File: src/rtl/dm_ctrl_pkg.sv
// Shared constants and FSM state encoding for the data-memory round-robin arbiter.
package dm_ctrl_pkg;
  localparam int DM_NCORES = 4;
  localparam int DM_ADDR_W = 16;
  localparam int DM_DATA_W = 16;
  localparam int IDX_W     = 2;

  typedef enum logic [1:0] {IDLE, ISSUE, WAIT, RESP} state_t;
endpackage

File: src/rtl/dm_rr_arbiter_rr_pick4.sv
// Rotate-priority picker: first set elig bit starting at rr_ptr, wrapping modulo 4.
module rr_pick4
  import dm_ctrl_pkg::*;
(
  input  logic [3:0]       elig,
  input  logic [IDX_W-1:0] rr_ptr,
  output logic             gnt_valid,
  output logic [IDX_W-1:0] gnt_idx
);
  // Scan farthest offset first so the nearest eligible core overwrites it.
  always_comb begin
    gnt_valid = 1'b0;
    gnt_idx   = rr_ptr;
    for (int k = 3; k >= 0; k--) begin
      if (elig[rr_ptr + IDX_W'(k)]) begin
        gnt_valid = 1'b1;
        gnt_idx   = rr_ptr + IDX_W'(k);
      end
    end
  end
endmodule

File: src/rtl/dm_rr_arbiter.sv
// Four-core round-robin arbiter serialising loads/stores onto a single-port data memory.
module dm_rr_arbiter
  import dm_ctrl_pkg::*;
#(
  parameter int NCORES  = DM_NCORES,
  parameter int ADDR_W  = DM_ADDR_W,
  parameter int DATA_W  = DM_DATA_W,
  parameter int MEM_LAT = 1
) (
  input  logic                     clk,
  input  logic                     rst,
  input  logic [NCORES-1:0]        req,
  input  logic [NCORES-1:0]        wen,
  input  logic [NCORES*ADDR_W-1:0] maddr,
  input  logic [NCORES*DATA_W-1:0] wdata,
  output logic [NCORES*DATA_W-1:0] dout,
  output logic [NCORES-1:0]        ack,
  output logic                     busy,
  output logic [ADDR_W-1:0]        mem_addr,
  output logic [DATA_W-1:0]        mem_wdata,
  output logic                     mem_re,
  output logic                     mem_we,
  input  logic [DATA_W-1:0]        mem_rdata
);
  localparam logic [2:0] LAT = 3'(MEM_LAT);

  state_t             state, state_n;
  logic [IDX_W-1:0]   rr_ptr, g, pick_idx;
  logic               pick_vld, g_wen, cap;
  logic [NCORES-1:0]  served, elig, resp_set;
  logic [2:0]         lat_cnt;

  assign elig     = req & ~served;
  assign cap      = (state == WAIT) && (lat_cnt == LAT);
  assign resp_set = (state == RESP) ? (NCORES'(1) << g) : '0;

  rr_pick4 u_pick (
    .elig      (elig),
    .rr_ptr    (rr_ptr),
    .gnt_valid (pick_vld),
    .gnt_idx   (pick_idx)
  );

  always_ff @(posedge clk) begin
    if (rst) state <= IDLE;
    else     state <= state_n;
  end

  always_comb begin
    state_n = state;
    case (state)
      IDLE:    if (pick_vld) state_n = ISSUE;
      ISSUE:   state_n = g_wen ? RESP : WAIT;
      WAIT:    if (cap) state_n = RESP;
      RESP:    state_n = IDLE;
      default: state_n = IDLE;
    endcase
  end

  // Request inputs are only looked at in IDLE; everything after works from the latched grant.
  always_ff @(posedge clk) begin
    if (rst) begin
      rr_ptr    <= '0;
      served    <= '0;
      lat_cnt   <= '0;
      g         <= '0;
      g_wen     <= 1'b0;
      dout      <= '0;
      ack       <= '0;
      busy      <= 1'b0;
      mem_addr  <= '0;
      mem_wdata <= '0;
      mem_re    <= 1'b0;
      mem_we    <= 1'b0;
    end else begin
      busy   <= (state_n != IDLE);
      mem_re <= 1'b0;
      mem_we <= 1'b0;
      ack    <= '0;
      // A dropped request clears the no-regrant flag, even in the ack cycle.
      served <= (served | resp_set) & req;
      case (state)
        IDLE: if (pick_vld) begin
          g         <= pick_idx;
          g_wen     <= wen[pick_idx];
          mem_addr  <= maddr[pick_idx*ADDR_W +: ADDR_W];
          mem_wdata <= wdata[pick_idx*DATA_W +: DATA_W];
          mem_re    <= ~wen[pick_idx];
          mem_we    <= wen[pick_idx];
        end
        ISSUE: begin
          lat_cnt <= 3'd1;
          if (g_wen) ack[g] <= 1'b1;
        end
        WAIT: begin
          if (cap) begin
            dout[g*DATA_W +: DATA_W] <= mem_rdata;
            ack[g]                   <= 1'b1;
          end else begin
            lat_cnt <= lat_cnt + 3'd1;
          end
        end
        RESP: rr_ptr <= g + IDX_W'(1);
        default: ;
      endcase
    end
  end
endmodule

File: config.mk
export PLATFORM = sky130hd
export DESIGN_NAME = dm_rr_arbiter
export DESIGN_NICKNAME = d
export VERILOG_FILES = /design/src/rtl/dm_ctrl_pkg.sv /design/src/rtl/dm_rr_arbiter_rr_pick4.sv /design/src/rtl/dm_rr_arbiter.sv
export SDC_FILE = /design/constraint.sdc
export NUM_CORES = 1
export LEC_CHECK = 0
export ABC_AREA = 1
export BUFFER_PORTS_ARGS = -buffer_cell sky130_fd_sc_hd__buf_4
export CAP_MARGIN = 30
export CELL_PAD_IN_SITES_DETAIL_PLACEMENT = 0
export CELL_PAD_IN_SITES_GLOBAL_PLACEMENT = 1
export CORE_MARGIN = 1
export CORE_UTILIZATION = 36
export CTS_CLUSTER_DIAMETER = 100
export DETAILED_ROUTE_END_ITERATION = 6
export PLACE_DENSITY = 0.95
export SLEW_MARGIN = 25
export SYNTH_ARGS = -nofsm -noshare
export SYNTH_HDL_FRONTEND = slang
export SYNTH_HIERARCHICAL = 1
export SYNTH_SLANG_ARGS = --single-unit
File: constraint.sdc
create_clock -name clk -period 3.8 [get_ports clk]
set_input_delay 0.76 -clock clk [delete_from_list [all_inputs] [get_ports clk]]
set_output_delay 0.76 -clock clk [all_outputs]
set_load 0.05 [all_outputs]
==> results_dict.tcl <==
set metrics [dict create \
    status "finished, final reports clean" \
    nets 1644 \
    crit_buf_inv 2 \
    hp-class "reg2reg" \
    antenna_found_initial 0 \
    grt_pass1_wl_um 35100 \
    rows 51 \
    r2r-start "g[0]" \
    cp_common_cell "nor2_1" \
    synth_top_cells_by_count "nand2_1 (388), inv_1 (290), nor2_1 (159)" \
    viasPerCell 4.40 \
    drc 0 \
    post-cts-setup-buffers 0 \
    ys_top_cells_by_area "dfxtp_1 (32%), nand2_1 (20%), inv_1 (15%), nand3_1 (10%), nor2_1 (8.2%)" \
    grt_max_degree 68 \
    synthFlopType "dfxtp_1" \
    synth-edff-count 0 \
    slew_viol_final 0 \
    fin_skew_ns 0.00836 \
    cts.sinks 117 \
    tightestPinTransition_ns 0.690 \
    reg2reg_depth 7 \
    antenna_cells 0 \
    syn_nets 1423 \
    yosysMostFrequentCell "nand2_1" \
    port_buffers 256 \
    grt_use_total 0.218 \
    drtPass1Iterations 4 \
    clkLatencyLatePin_ns 0.41 \
    die_width_um 144 \
    period_share 0.705 \
    initial_utilization 0.370 \
    relSlewSlack 0.540 \
    ant_nets 0 \
    numCtsBuffers 17 \
    max_freq_mhz 373 \
    worst_path_dominant_cell_family "simple AND/OR/NAND/NOR gates" \
    critPathMaxFanout 39 \
    cts_resized 0 \
    final.min_clock_period_ns 2.68 \
    dr_total_vias 7713 \
    avgRoutedWirePerCell_um 12.6 \
    synthArstFlopShare 0 \
    drt_iter0_drc 472 \
    postSynthCellCount 1255 \
    worstPathCellList "buf_4, inv_1, ha_1, nand2_1, nor3_1, nor2_1, nor2_1" \
    path_clk_slew_ns 0.06 \
    r2r_slack_ns 1.12 \
    ys_seq_area_frac 0.323 \
    syn_area_mm2 0.00726 \
    yosysWarnings 6 \
    crit_type "reg2reg" \
    cpPeakStageDelay_ns 0.71 \
    syn_avg_cell_area_um2 5.78 \
    wl_um 22000 \
    critPathCaptureType "register" \
    min_delay_path_depth 2 \
    setup_viol 0 \
    rsz0062_at_grt "no" \
    cts_tree "yes" \
    slowest_stage "ha_1" \
    hp-start "lat_cnt[1]" \
    holdPathEnd "lat_cnt[1]" \
    synth_top_area_cell "dfxtp_1" \
    r2r_end "dout[41]" \
    syn_to_final_growth_pct 36.6 \
    hold_violations 0 \
    grt_pass1_vias 7146 \
    hpwlAfterDp_um 15800 \
    ys_seq_elements 117 \
    power_per_cell_area_mw_per_mm2 715 \
    critPathLaunchType "register" \
    p_leak_uw 0.00569 \
    max-vdd-ir-drop_v 0.000360 \
    setup_tns_ns 0 \
    critPathRequiredTime_ns 4.15 \
    drive_above_1_share 0.218 \
    cap_violations 0 \
    yosys.area.top_type_share 0.323 \
    ctsHoldBuffers 0 \
    h-tree-depth 4 \
    cts_max_path_buffers 2 \
    gp_congestion 0.853 \
    power.total_uw 7090 \
    synth.distinct_cells 30 \
    pin_count 257 \
    cts_root_buf "clkbuf_16" \
    grt-ovfl-total 0 \
    cp.arrival_ns 3.03 \
    die_area_mm2 0.0207 \
    die_y_um 144 \
    core_mm2 0.0196 \
]
sequential cells by signal, summed over array words and instances (netlist names):
register   count
g_wen          1
mem_wdata     16
dout          64
mem_we         1
mem_addr      16
g              2
lat_cnt        3
mem_re         1
rr_ptr         2
state          2
served         4
busy           1
ack            4
kinds of logic (layout without fill, tap and decap cells):
family / count (synthesis) / count (layout) / synth area share
buffers and inverters: 360 / 594 / 0.205
AO/OA/AOI/OAI: 35 / 35 / 0.0257
flip-flops: 117 / 117 / 0.323
AND/OR/NAND/NOR: 729 / 729 / 0.423
adder cells (fa/ha/maj): 14 / 14 / 0.0241
where the power goes:
part           internal [uW]  total (uW)  switching [uW]  leakage (uW)
Clock                   1270        1860             594      0.000319
Sequential              1460        1600             142      0.000954
Combinational           1100        3630            2530       0.00442
Total                   3830        7090            3270       0.00569
placed cells by master, fill, tap and decap left out, types with 2 or more instances in the layout:
| cell type | count |
|---|---|
| inv_2 | 7 |
| nor2_2 | 6 |
| clkinvlp_4 | 4 |
| dfxtp_1 | 117 |
| nor2_4 | 2 |
| nand2_1 | 387 |
| nand3_1 | 148 |
| clkbuf_8 | 2 |
| ha_1 | 14 |
| o21ai_0 | 6 |
| inv_1 | 289 |
| nor3_1 | 15 |
| clkbuf_16 | 17 |
| a21oi_1 | 13 |
| bufinv_16 | 6 |
| nor2_1 | 159 |
| buf_4 | 264 |
| o21ai_1 | 11 |
| nand2_4 | 5 |
| nand2_2 | 2 |
| nor2_8 | 2 |
layer usage:
metal	wire, um	GRT usage	vias to the layer above
met3	1820	0.0656	33
met2	10200	0.371	263
met4	529	0.0745	0
met5	0	0	-
met1	9500	0.258	3332
li1	-	-	4085
area by class of cell:
cell class,instances,area (um2)
sequential,117,2340
timing repair buffer,265,2000
clock inverter,12,224
inverter,297,1120
fill,2051,9670
clock buffer,20,457
tap,265,332
multi-input combinational,778,3440
worst max path at each step:
stage	from	end	cells past startpoint
after global routing	g[0]	dout[41]	7
final	g[0]	dout[41]	7
after detailed placement	req[1]	mem_addr[6]	19
after CTS	g[0]	dout[41]	7
after global placement	req[1]	mem_addr[13]	19
after floorplan	req[1]	mem_addr[0]	20
per-stage QoR:
step	hold slack (ns)	setup slack, ns	utilization	instances	area, um2
floorplan	0.453	1.50	-	1255	7260
global placement	0.471	1.01	0.471	1722	9240
detailed placement	0.474	0.948	0.471	1722	9240
CTS	0.483	1.14	0.506	1754	9920
global route	0.498	0.855	0.506	1754	9920
finish	0.482	1.12	0.506	1754	9920
tightest hold or removal path, delay by kind of cell (launching register included):
kind	cells	cell delay (ns)
AO/OA/AOI/OAI	1	0.05
flip-flops	1	0.32
AND/OR/NAND/NOR	1	0.06
Power figures use the tool's default switching activity.
